**config.mk**
```make
export PLATFORM = sky130hd
export DESIGN_NAME = bp_fe_lce_resp_merge
export DESIGN_NICKNAME = d
export VERILOG_FILES = /design/src/rtl/bp_fe_lce_resp_merge.sv
export SDC_FILE = /design/constraint.sdc
export NUM_CORES = 1
export LEC_CHECK = 0
export CORE_MARGIN = 2
export CORE_UTILIZATION = 25
export CTS_BUF_LIST = sky130_fd_sc_hd__clkbuf_16
export CTS_CLUSTER_DIAMETER = 60
export DETAILED_ROUTE_END_ITERATION = 10
export HOLD_SLACK_MARGIN = 0.08
export PLACE_DENSITY = 0.55
export SETUP_SLACK_MARGIN = 0.2
export SLEW_MARGIN = 5
export SYNTH_ARGS = -nofsm -noshare
export SYNTH_HDL_FRONTEND = slang
export SYNTH_SLANG_ARGS = --single-unit
export TNS_END_PERCENT = 1
```
**constraint.sdc**
```tcl
create_clock -name clk_i -period 3.94 [get_ports clk_i]
set_input_delay 0.788 -clock clk_i [delete_from_list [all_inputs] [get_ports clk_i]]
set_output_delay 0.788 -clock clk_i [all_outputs]
set_load 0.01 [all_outputs]
```
**src/rtl/bp_fe_lce_resp_merge.sv**
```systemverilog
// bp_fe_lce_resp_merge
// Merges the FE request-side and command-side LCE response streams into one
// registered stream toward the CCE response network. A small FIFO cuts the
// network ready path away from both sources. Arbitration favours the request
// side, but the command side is forced through after a bounded streak.
module bp_fe_lce_resp_merge #(
  parameter int resp_width_p = 64,
  parameter int fifo_els_p   = 2,
  parameter int max_streak_p = 3
) (
  input  logic                            clk_i,
  input  logic                            reset_n_i,

  input  logic [resp_width_p-1:0]         req_resp_i,
  input  logic                            req_resp_v_i,
  output logic                            req_resp_yumi_o,

  input  logic [resp_width_p-1:0]         cmd_resp_i,
  input  logic                            cmd_resp_v_i,
  output logic                            cmd_resp_yumi_o,

  output logic [resp_width_p-1:0]         lce_resp_o,
  output logic                            lce_resp_v_o,
  input  logic                            lce_resp_ready_i,

  output logic [$clog2(fifo_els_p):0]     occupancy_o,
  output logic                            idle_o
);

  localparam int ptr_w_lp = $clog2(fifo_els_p);
  localparam int cnt_w_lp = ptr_w_lp + 1;
  localparam logic [cnt_w_lp-1:0] full_cnt_lp   = cnt_w_lp'(fifo_els_p);
  localparam logic [1:0]          max_streak_lp = 2'(max_streak_p);

  logic [resp_width_p-1:0] r_mem [fifo_els_p];
  logic [ptr_w_lp-1:0]     r_rd_ptr;
  logic [ptr_w_lp-1:0]     r_wr_ptr;
  logic [cnt_w_lp-1:0]     r_count;
  logic [1:0]              r_streak;

  logic                    w_full;
  logic                    w_empty;
  logic                    w_grant_req;
  logic                    w_grant_cmd;
  logic                    w_enq;
  logic                    w_deq;
  logic [resp_width_p-1:0] w_enq_data;

  assign w_full  = (r_count == full_cnt_lp);
  assign w_empty = (r_count == '0);

  // Grant selection: one source per cycle, only into a non-full FIFO; the
  // command side wins a contended cycle once the request streak saturates.
  // Grants are gated by reset so the sources never see a yumi during reset.
  always_comb begin
    w_grant_req = 1'b0;
    w_grant_cmd = 1'b0;
    if (reset_n_i && !w_full) begin
      if (cmd_resp_v_i && (!req_resp_v_i || (r_streak == max_streak_lp))) begin
        w_grant_cmd = 1'b1;
      end else if (req_resp_v_i) begin
        w_grant_req = 1'b1;
      end
    end
  end

  assign req_resp_yumi_o = w_grant_req;
  assign cmd_resp_yumi_o = w_grant_cmd;

  assign w_enq      = w_grant_req | w_grant_cmd;
  assign w_enq_data = w_grant_cmd ? cmd_resp_i : req_resp_i;
  assign w_deq      = !w_empty && lce_resp_ready_i;

  assign lce_resp_o   = r_mem[r_rd_ptr];
  assign lce_resp_v_o = !w_empty;
  assign occupancy_o  = r_count;
  assign idle_o       = w_empty && !req_resp_v_i && !cmd_resp_v_i;

  // Packet storage; contents are don't-care until written, so no reset.
  always_ff @(posedge clk_i) begin
    if (w_enq) begin
      r_mem[r_wr_ptr] <= w_enq_data;
    end
  end

  // FIFO pointers and entry count; pointers wrap naturally at the power-of-two depth.
  always_ff @(posedge clk_i or negedge reset_n_i) begin
    if (!reset_n_i) begin
      r_rd_ptr <= '0;
      r_wr_ptr <= '0;
      r_count  <= '0;
    end else begin
      if (w_enq) begin
        r_wr_ptr <= r_wr_ptr + ptr_w_lp'(1);
      end
      if (w_deq) begin
        r_rd_ptr <= r_rd_ptr + ptr_w_lp'(1);
      end
      case ({w_enq, w_deq})
        2'b10:   r_count <= r_count + cnt_w_lp'(1);
        2'b01:   r_count <= r_count - cnt_w_lp'(1);
        default: r_count <= r_count;
      endcase
    end
  end

  // Streak of request grants won against a waiting command packet; held while full.
  always_ff @(posedge clk_i or negedge reset_n_i) begin
    if (!reset_n_i) begin
      r_streak <= '0;
    end else if (!w_full) begin
      if (!cmd_resp_v_i || w_grant_cmd) begin
        r_streak <= '0;
      end else if (w_grant_req && (r_streak != max_streak_lp)) begin
        r_streak <= r_streak + 2'd1;
      end
    end
  end

  a_count_bound: assert property (@(posedge clk_i) disable iff (!reset_n_i)
    r_count <= full_cnt_lp);
  a_req_yumi_v: assert property (@(posedge clk_i) disable iff (!reset_n_i)
    req_resp_yumi_o |-> req_resp_v_i);
  a_cmd_yumi_v: assert property (@(posedge clk_i) disable iff (!reset_n_i)
    cmd_resp_yumi_o |-> cmd_resp_v_i);
  a_yumi_onehot: assert property (@(posedge clk_i) disable iff (!reset_n_i)
    !(req_resp_yumi_o && cmd_resp_yumi_o));

endmodule

```
==> reports/metrics.yaml <==
logic_synthesis:
  synth_top_cell_by_area: "edfxtp_1"
  ys_ff_latch: 134
  yosys.area.top_type_share_pct: 65.4
  synth_nets: 437
  synth_edf_count: 128
  synth_async_sr_flop_share_pct: 4.48
  yosys.cell_types.count: 27
  synthCells: 302
  yosys_warnings: 0
  synth.area.top_cells: "edfxtp_1 (65%), mux2_2 (19%), mux2_4 (7.7%)"
  syn_avg_cell_area_sq_um: 19.4
  ys_seq_area_share_pct: 68.0
  ys_dominant_reg_cell: "edfxtp_1"
  syn-cell-area_sq_mm: 0.00587
sta:
  fmax_ghz: 0.309
  hold_viol: 0
  timing.slew.headroom_pct: 56.3
  finalSetupViolations: 0
  clock_skew_ns: 0.00737
  finalMaxSlewViolations: 0
  post-route-min-period_ns: 3.23
  rsz0062_at_grt: "false"
  max_slew.worst_pin.slew_ns: 0.653
  period_share_pct: 82.1
die:
  num_rows: 56
  dieHeight_um: 157
  initial_core_util_pct: 25.2
  ioPinCount: 203
  die_x_um: 157
  core_sq_mm: 0.0233
  dieArea_sq_mm: 0.0247
setup_path:
  crit_family: "buffers and inverters"
  crit_slowest_cell: "clkdlybuf4s50_1"
  timing.rr.start: "occupancy_o[0]$_DFFE_PN0P_"
  cp_max_fo: 12
  crit_chain: "clkdlybuf4s50_1 > nand2_1 > a211oi_1 > clkdlybuf4s50_1"
  cp.required_ns: 3.15
  cp.buffers_inverters: 2
  arrival_ns: 2.45
  reg2reg_to: "r_mem[0][45]$_DFFE_PP_"
  max_stage_delay_ns: 0.75
  critPathLaunchType: "input pin"
  rr_worst_depth: 4
  rrSetupSlack_ns: 1.90
  critPathMostFrequentCell: "clkdlybuf4s50_1"
  crit_path_end_kind: "output port"
  cp-startpoint: "reset_n_i"
  crit_type: "in -> out"
clocking:
  clockRootBuffer: "clkbuf_16"
  cts_buffers: 17
  ctsResizeCount: 0
  clk_pin_slew_ns: 0.06
  post_cts_buffers: 0
  cts.sinks: 134
  h-tree-depth: 4
  clockBufferDepth: 2
  cts_tree: "built"
  postCtsHoldBufs: 0
  clk_latency_ns: 0.41
finish:
  syn_to_final_growth_pct: 51.5
  fillCellCount: 2202
  seq_area_sq_mm: 0.00400
  drive_above_1_share_pct: 32.1
  antennaDiodeCount: 0
  final_cells: 846
  multiInputGateArea_sq_mm: 0.00176
  layout_common_cells: "clkdlybuf4s50_1 (202), edfxtp_1 (128), mux2_2 (98)"
  layout.nets: 650
  final_common_cell: "clkdlybuf4s50_1"
detailed_routing:
  drc: 0
  routed_wirelength_um: 13000
  via_per_inst: 4.04
  vias: 3418
  first_iter_violations: 110
  routedWlPerCell_um: 15.3
  firstDrtPassIters: 4
  antenna_left: 0
pwr:
  p_int_w: 0.00398
  p_total_w: 0.00543
  switching_power_w: 0.00146
  power_density_mw_per_mm2: 611
  p_clk_share_pct: 28.7
  swShare_pct: 26.8
  ir_worst_vdd_v: 0.000265
  leakage_nw: 3.06
  pwr-share-seq_pct: 37.6
  combPwrFrac_pct: 33.6
global_route:
  grt_pass1_vias: 3622
  grt_max_degree: 67
  grt-ovfl-total: 0
  antenna_found_initial: 0
  grt_pass1_wl_um: 19000
  track_usage_pct: 10.4
place:
  hpwl_um: 8900
  dp.cells: 815
  portBuffers: 202
  place_congestion: 0.697
min_path:
  whs_path_depth: 1
  hp-class: "reg -> reg"
  hp-start: "r_streak[0]$_DFFE_PN0P_"
  min_to: "r_streak[0]$_DFFE_PN0P_"
run_status:
  status: "completed"
run:
  cap_violations: 0
sequential cells by signal (all words and copies together) (netlist names):
name	cells
r_wr_ptr	1
r_mem	128
r_rd_ptr	1
r_streak	2
occupancy_o	2
metrics by stage:
| stage | util, % | setup slack [ns] | cell area [sq um] | hold WS [ns] | setup TNS (ns) |
|---|---|---|---|---|---|
| after floorplan | - | -0.207 | 5870 | 0.460 | -26.44 |
| after CTS | 38.2 | 0.677 | 8900 | 0.524 | 0 |
| after global placement | 35.7 | 0.677 | 8310 | 0.475 | 0 |
| after global routing | 38.2 | 0.579 | 8900 | 0.556 | 0 |
| final | 38.2 | 0.706 | 8900 | 0.527 | 0 |
| after detailed placement | 35.7 | 0.693 | 8310 | 0.508 | 0 |
metal layers:
metal,routed length (um),global-route usage (%),vias up,part of all wire (%)
li1,-,-,1610,-
met1,5190,11.2,1681,40
met2,6500,17.8,118,50
met3,1160,4.96,9,8.9
met4,112,3.51,0,0.86
met5,0,0,-,0
synthesized netlist by cell type (2+ instances only):
cell       instances
ha_1               2
o2bb2ai_1          2
buf_2              5
inv_1              2
dfrtp_1            6
nor2_1             3
clkbuf_1           2
xnor2_1            3
buf_12             3
buf_4              3
mux2_4            30
xor2_1             2
edfxtp_1         128
mux2_2            98
cells by family after synthesis:
family / after synthesis / synth area share, %
AOI/OAI and AO/OA: 6 / 0.980
xor gates and xnor gates: 5 / 0.746
adders and majority gates: 2 / 0.426
buffers and inverters: 17 / 2.34
DFF: 134 / 68.0
muxes: 128 / 26.5
and+or+nand+nor: 10 / 1.04
power by group through the flow:
stage / clock network, W / logic, W / registers, W
final: 0.00156 / 0.00183 / 0.00204
after global routing: 0.00167 / 0.00196 / 0.00208
after CTS: 0.00162 / 0.00188 / 0.00206
after detailed placement: 0 / 0.00186 / 0.00208
after global placement: 0 / 0.00185 / 0.00207
after floorplan: 0 / 0.000964 / 0.00201
worst max-delay path by stage:
stage,slack (ns),depth (start not counted),end
detailed placement,0.69,4,req_resp_yumi_o
global placement,0.68,4,req_resp_yumi_o
floorplan,-0.21,2,r_mem[0][0]$_DFFE_PP_
global route,0.58,4,req_resp_yumi_o
finish,0.71,4,req_resp_yumi_o
CTS,0.68,4,req_resp_yumi_o
area by class of cell:
cell class	instances	area share, %
sequential	134	44.9
clock buffer	17	4.78
clock inverter	14	1.84
inverter	3	0.127
tap	319	4.49
multi-input combinational	151	19.7
timing repair buffer	208	24.1
Note: power is estimated with default switching activity, not from simulation.
